## src/rtl/mem_loader_pkg.sv

```systemverilog
// Shared definitions for the block loader: default widths and the FSM state encoding.
// The SUM state only exists when MEM_LOADER_SUM_EN is defined.
package mem_loader_pkg;

    localparam int DEF_ADDR_W = 7;
    localparam int DEF_DATA_W = 32;
    localparam int DEF_REG_W  = 5;

    typedef enum logic [2:0] {
        ST_IDLE  = 3'd0,
        ST_READ  = 3'd1,
        ST_WRITE = 3'd2,
        ST_FIN   = 3'd3
`ifdef MEM_LOADER_SUM_EN
        ,
        ST_SUM   = 3'd4
`endif
    } state_t;

endpackage

```

## src/rtl/mem_loader.sv

```systemverilog
// Block loader: copies count words from data memory into consecutive register-file slots.
// Define MEM_LOADER_SUM_EN to add the sum_reg port and a final SUM state writing the word total.
module mem_loader
    import mem_loader_pkg::*;
#(
    parameter int ADDR_W = DEF_ADDR_W,
    parameter int DATA_W = DEF_DATA_W,
    parameter int REG_W  = DEF_REG_W
) (
    input  logic              clock,
    input  logic              reset_n,
    input  logic              start,
    input  logic [ADDR_W-1:0] base_addr,
    input  logic [REG_W-1:0]  count,
    input  logic [REG_W-1:0]  dest_reg,
`ifdef MEM_LOADER_SUM_EN
    input  logic [REG_W-1:0]  sum_reg,
`endif
    output logic              busy,
    output logic              done,
    output logic              err,
    output logic              mem_read,
    output logic [ADDR_W-1:0] mem_addr,
    input  logic [DATA_W-1:0] mem_rdata,
    output logic              reg_write,
    output logic [REG_W-1:0]  reg_waddr,
    output logic [DATA_W-1:0] reg_wdata
);

    // dest_reg + count exceeding this span means the last target register would wrap.
    localparam logic [REG_W:0] REG_SPAN = {1'b1, {REG_W{1'b0}}};

    state_t             state_r;
    logic [ADDR_W-1:0]  base_r;
    logic [REG_W-1:0]   count_r;
    logic [REG_W-1:0]   dest_r;
    logic [REG_W-1:0]   idx_r;
`ifdef MEM_LOADER_SUM_EN
    logic [DATA_W-1:0]  sum_r;
    logic [REG_W-1:0]   sum_reg_r;
`endif

    logic [REG_W-1:0]   idx_next_s;
    logic [REG_W-1:0]   wr_addr_s;
    logic [ADDR_W-1:0]  rd_addr_s;
    logic               reject_s;

    // Address arithmetic and request screening.
    always_comb begin
        idx_next_s = idx_r + {{(REG_W-1){1'b0}}, 1'b1};
        wr_addr_s  = dest_r + idx_r;
        rd_addr_s  = base_r + ADDR_W'(idx_next_s);
        if (count != {REG_W{1'b0}}) begin
            reject_s = ({1'b0, dest_reg} + {1'b0, count}) > REG_SPAN;
        end else begin
            reject_s = 1'b0;
        end
    end

    // Write data follows memory read data in WRITE, and the accumulator in SUM.
    always_comb begin
        reg_wdata = {DATA_W{1'b0}};
        case (state_r)
            ST_WRITE: reg_wdata = mem_rdata;
`ifdef MEM_LOADER_SUM_EN
            ST_SUM:   reg_wdata = sum_r;
`endif
            default:  reg_wdata = {DATA_W{1'b0}};
        endcase
    end

    // Loader FSM with registered control outputs.
    always_ff @(posedge clock or negedge reset_n) begin
        if (!reset_n) begin
            state_r   <= ST_IDLE;
            base_r    <= {ADDR_W{1'b0}};
            count_r   <= {REG_W{1'b0}};
            dest_r    <= {REG_W{1'b0}};
            idx_r     <= {REG_W{1'b0}};
            busy      <= 1'b0;
            done      <= 1'b0;
            err       <= 1'b0;
            mem_read  <= 1'b0;
            mem_addr  <= {ADDR_W{1'b0}};
            reg_write <= 1'b0;
            reg_waddr <= {REG_W{1'b0}};
`ifdef MEM_LOADER_SUM_EN
            sum_r     <= {DATA_W{1'b0}};
            sum_reg_r <= {REG_W{1'b0}};
`endif
        end else begin
            case (state_r)
                ST_IDLE: begin
                    if (start) begin
                        base_r  <= base_addr;
                        count_r <= count;
                        dest_r  <= dest_reg;
                        idx_r   <= {REG_W{1'b0}};
`ifdef MEM_LOADER_SUM_EN
                        sum_r     <= {DATA_W{1'b0}};
                        sum_reg_r <= sum_reg;
`endif
                        if (reject_s) begin
                            state_r <= ST_FIN;
                            done    <= 1'b1;
                            err     <= 1'b1;
                        end else if (count == {REG_W{1'b0}}) begin
`ifdef MEM_LOADER_SUM_EN
                            state_r   <= ST_SUM;
                            busy      <= 1'b1;
                            reg_write <= (sum_reg != {REG_W{1'b0}});
                            reg_waddr <= sum_reg;
`else
                            state_r <= ST_FIN;
                            done    <= 1'b1;
`endif
                        end else begin
                            state_r  <= ST_READ;
                            busy     <= 1'b1;
                            mem_read <= 1'b1;
                            mem_addr <= base_addr;
                        end
                    end else begin
                        state_r <= ST_IDLE;
                    end
                end
                ST_READ: begin
                    state_r   <= ST_WRITE;
                    mem_read  <= 1'b0;
                    mem_addr  <= {ADDR_W{1'b0}};
                    reg_write <= (wr_addr_s != {REG_W{1'b0}});
                    reg_waddr <= wr_addr_s;
                end
                ST_WRITE: begin
                    reg_write <= 1'b0;
                    reg_waddr <= {REG_W{1'b0}};
                    idx_r     <= idx_next_s;
`ifdef MEM_LOADER_SUM_EN
                    sum_r     <= sum_r + mem_rdata;
`endif
                    if (idx_next_s < count_r) begin
                        state_r  <= ST_READ;
                        mem_read <= 1'b1;
                        mem_addr <= rd_addr_s;
                    end else begin
`ifdef MEM_LOADER_SUM_EN
                        state_r   <= ST_SUM;
                        reg_write <= (sum_reg_r != {REG_W{1'b0}});
                        reg_waddr <= sum_reg_r;
`else
                        state_r <= ST_FIN;
                        done    <= 1'b1;
                        busy    <= 1'b0;
`endif
                    end
                end
`ifdef MEM_LOADER_SUM_EN
                ST_SUM: begin
                    state_r   <= ST_FIN;
                    reg_write <= 1'b0;
                    reg_waddr <= {REG_W{1'b0}};
                    done      <= 1'b1;
                    busy      <= 1'b0;
                end
`endif
                ST_FIN: begin
                    state_r <= ST_IDLE;
                    done    <= 1'b0;
                    err     <= 1'b0;
                end
                default: begin
                    state_r   <= ST_IDLE;
                    busy      <= 1'b0;
                    done      <= 1'b0;
                    err       <= 1'b0;
                    mem_read  <= 1'b0;
                    mem_addr  <= {ADDR_W{1'b0}};
                    reg_write <= 1'b0;
                    reg_waddr <= {REG_W{1'b0}};
                end
            endcase
        end
    end

endmodule

```

## config.mk

```make
export PLATFORM = sky130hd
export DESIGN_NAME = mem_loader
export DESIGN_NICKNAME = d
export VERILOG_FILES = /design/src/rtl/mem_loader_pkg.sv /design/src/rtl/mem_loader.sv
export SDC_FILE = /design/constraint.sdc
export NUM_CORES = 1
export LEC_CHECK = 0
export BUFFER_PORTS_ARGS = -buffer_cell sky130_fd_sc_hd__buf_2
export CAP_MARGIN = 20
export CELL_PAD_IN_SITES_DETAIL_PLACEMENT = 0
export CELL_PAD_IN_SITES_GLOBAL_PLACEMENT = 1
export CORE_MARGIN = 3
export CORE_UTILIZATION = 37
export DETAILED_ROUTE_END_ITERATION = 12
export MAX_ROUTING_LAYER = met4
export PLACE_DENSITY = 0.86
export REMOVE_ABC_BUFFERS = 1
export SKIP_CTS_REPAIR_TIMING = 1
export SLEW_MARGIN = 0
export SYNTH_ARGS = -nofsm -noshare
export SYNTH_HDL_FRONTEND = slang
export SYNTH_SLANG_ARGS = --single-unit
```

## constraint.sdc

```tcl
create_clock -name clock -period 3.83 [get_ports clock]
set_input_delay 0.766 -clock clock [delete_from_list [all_inputs] [get_ports clock]]
set_output_delay 0.766 -clock clock [all_outputs]
set_load 0.02 [all_outputs]
```

==> key figures <==
Clocking
  • TritonCTS clock tree: yes
  • Clk buf depth: 2
  • CTS Buf Count: 5
  • Sink Count: 41
  • H-tree levels: 2
  • Worst-path clk slew: 0.08 ns
  • Clock Latency Late Sink: 0.29 ns
  • Root Driver: clkbuf_8

Timing
  • Worst-Margin Slew: 0.932 ns
  • Setup ws final: 0.609 ns
  • Total negative slack: 0 ns
  • WHS: 0.493 ns
  • Relative slew slack: 0.378
  • Final hold viol count: 0
  • RSZ-0062 raised after global routing: false
  • Max Freq: 310 MHz
  • Tcrit/Tclk final: 0.841
  • Fin crit period: 3.22 ns
  • Final Max Tran Viols: 0
  • Clock skew: 0.0122 ns
  • Setup-failing EPs final: 0

Floorplanning
  • Die Wd: 92.3 um
  • Core area: 7020 um2
  • Chip Height: 92.3 um
  • Initial Util: 0.393
  • Rows: 30
  • IO Pins: 101
  • Die ar.: 8520 um2

Synth
  • Share of synthesized registers carrying an async set or reset: 1.00
  • Syn_area_per_cell: 9.68 um2
  • Largest family of logic cells by synthesized area: simple AND/OR/NAND/NOR gates
  • Simple logic cell fraction of the synthesized area: 0.178
  • Library cells used by synthesis: 44
  • Synth cell count leaders: 41 x dfrtp_1, 32 x and2_1, 23 x ha_1, 23 x inv_1, 23 x nand2_1
  • Leading area contributor after synthesis: dfrtp_1
  • YS warnings: 0
  • Dominant synthesized flop cell: dfrtp_1
  • Synth area leaders: dfrtp_1 37%, ha_1 10%, and2_1 7.3%
  • Complex-gate fraction of the synthesized area: 0.128
  • Adder-cell share of the synthesized area: 0.126
  • Count leader, synth: dfrtp_1
  • Post-Syn Area: 2760 um2
  • Post-Synthesis Cells: 285
  • Number of synthesized flops with an enable pin: 0
  • Top cell type's share of synthesized area: 0.372
  • Post-synthesis mux area share: 0.111
  • Register bit total from synthesis: 41
  • Area share of xor/xnor cells in the synthesized design: 0.0318
  • Part of the Yosys area used for sequential elements: 0.372

Power
  • Peak supply drop: 0.250 mV
  • Pwr dens: 756 nW/um2
  • Total Power: 2.60 mW
  • Leak: 1.83 nW

Setup path
  • Reg2reg setup slack: 0.85 ns
  • Critical Path Slowest Stage Cell: a221o_1
  • CP Data Required Time: 4.01 ns
  • Crit path launch type: primary input
  • Crit path largest cell delay: 0.50 ns
  • R2R Path End: mem_addr[3]
  • Cell count of the worst reg-to-reg path: 9
  • Crit Path Category: primary input to flop
  • Crit-path leading delay family: compound AO/OA/AOI/OAI gates
  • CP Cell Sequence: buf_2 > ha_1 > inv_1 > fa_1 > or2b_1 > a21oi_1 > mux2_2 > o21ai_2 > nand3_2 > a221o_1 > mux2_4
  • Worst-path fanout max: 8
  • R2R Path Start: idx_r[0]
  • CP arrival: 3.41 ns
  • Critical path capture point type: flop
  • Worst Path Buf+Inv: 2

Global routing
  • GR Util All Layers: 0.165
  • First-pass GRT wire length: 11.1 mm
  • Antenna violations before repair: 0
  • Largest net degree at the start of global routing: 42
  • Global route overflow: 0
  • Vias in the first global route: 2258

Placement
  • Pre-CTS WS: 0.293 ns
  • HPWL Detailed: 5.28 mm
  • # port buffers: 100
  • Placed Cells: 469
  • Routability cong.: 0.817

Detailed routing
  • Post-DRT Antenna Nets: 0
  • Vias per cell: 4.88
  • Drt first pass iters: 4
  • Routed len/inst: 14.0 um
  • DR iter-0 viols: 111
  • Total Routed Length: 6.66 mm
  • Vias: 2330
  • # DRC: 0

Layout
  • Layout Cells excl Fill: 477
  • Final net count: 458
  • Multi-input gate area: 1590 um2
  • Diode count: 0
  • P&R area growth vs syn: 24.8%
  • Fillers: 671
  • Register area: 1030 um2
  • Share of post-route cells with drive strength above 1: 0.354

Run
  • MaxCap Viol Count: 0

Min path
  • Hold Crit Class: flop to flop
  • Hold EP: count_r[1]
  • Hold Startpoint: count_r[1]
  • Worst Hold Depth: 2

Status
  • Outcome: finished clean
cells by family (layout without fill, tap and decap cells):
family / count (synthesis) / in the layout
AND/OR/NAND/NOR: 91 / 91
multiplexers: 25 / 25
buffers and inverters: 36 / 132
XOR/XNOR: 10 / 10
adder cells (fa/ha/maj): 26 / 26
AO/OA/AOI/OAI: 56 / 56
flip-flops: 41 / 41
state kept, by name, summed over array words and instances (netlist names):
register / cells
done: 1
mem_addr: 7
idx_r: 5
base_r: 7
reg_write: 1
state_r: 2
busy: 1
reg_waddr: 5
count_r: 5
mem_read: 1
dest_r: 5
err: 1
worst max path at each step:
stage	startpoint	endpoint	slack [ns]	cells after the start
6_report	count[0]	mem_addr[3]	0.61	11
5_1_grt	count[0]	mem_addr[4]	0.45	11
2_1_floorplan	count[0]	mem_addr[0]	0.63	10
3_5_place_dp	count[0]	mem_addr[3]	0.29	11
3_3_place_gp	count[0]	mem_addr[5]	0.36	11
4_1_cts	count[0]	mem_addr[3]	0.60	11
power breakdown:
part	switching [mW]	internal, mW
registers	0.134	0.619
logic	0.818	0.669
clock network	0.149	0.213
per-stage QoR:
stage | util | area (um2)
after floorplan | - | 2700
after global routing | 0.490 | 3440
after global placement | 0.474 | 3330
final | 0.490 | 3440
after CTS | 0.490 | 3440
after detailed placement | 0.474 | 3330
cells in the final DEF, fill, tap and decap left out, drive strengths merged, types with 2 or more instances in the layout:
cell type,Yosys,routed
a211oi,2,2
a21o,5,5
a21oi,14,14
a22o,2,2
a22oi,2,2
and2,32,32
buf,3,101
clkbuf,10,7
dfrtp,41,41
fa,3,3
ha,23,23
inv,23,23
mux2,23,23
mux2i,2,2
nand2,23,23
nand2b,4,4
nand3,6,6
nor2,8,8
nor2b,5,5
nor3,7,7
o21ai,18,18
o21bai,2,2
o22ai,3,3
xnor2,5,5
xor2,5,5
layer usage:
| layer | up-vias | part of all wire | global-route usage |
|---|---|---|---|
| li1 | 1159 | - | - |
| met1 | 1078 | 0.43 | 0.198 |
| met2 | 86 | 0.48 | 0.289 |
| met3 | 7 | 0.075 | 0.0349 |
| met4 | 0 | 0.0072 | 0.0297 |
| met5 | - | 0 | - |
area by class of cell:
cell class	instances	share of cell area
Sequential cell	41	0.298
Inverter	23	0.0251
Clock inverter	1	0.00872
Timing Repair Buffer	101	0.148
Tap cell	96	0.0349
Clock buffer	7	0.0251
Multi-Input combinational cell	208	0.461
worst reg2reg max path, cell delays in order (launching register included):
cell,delay (ns)
dfrtp_1,0.47
ha_1,0.26
nor2b_1,0.16
or2_2,0.34
ha_1,0.27
o21ai_0,0.15
o21bai_1,0.08
a21o_1,0.22
a221o_1,0.55
mux2_4,0.37
Note: power is estimated with default switching activity, not from simulation.
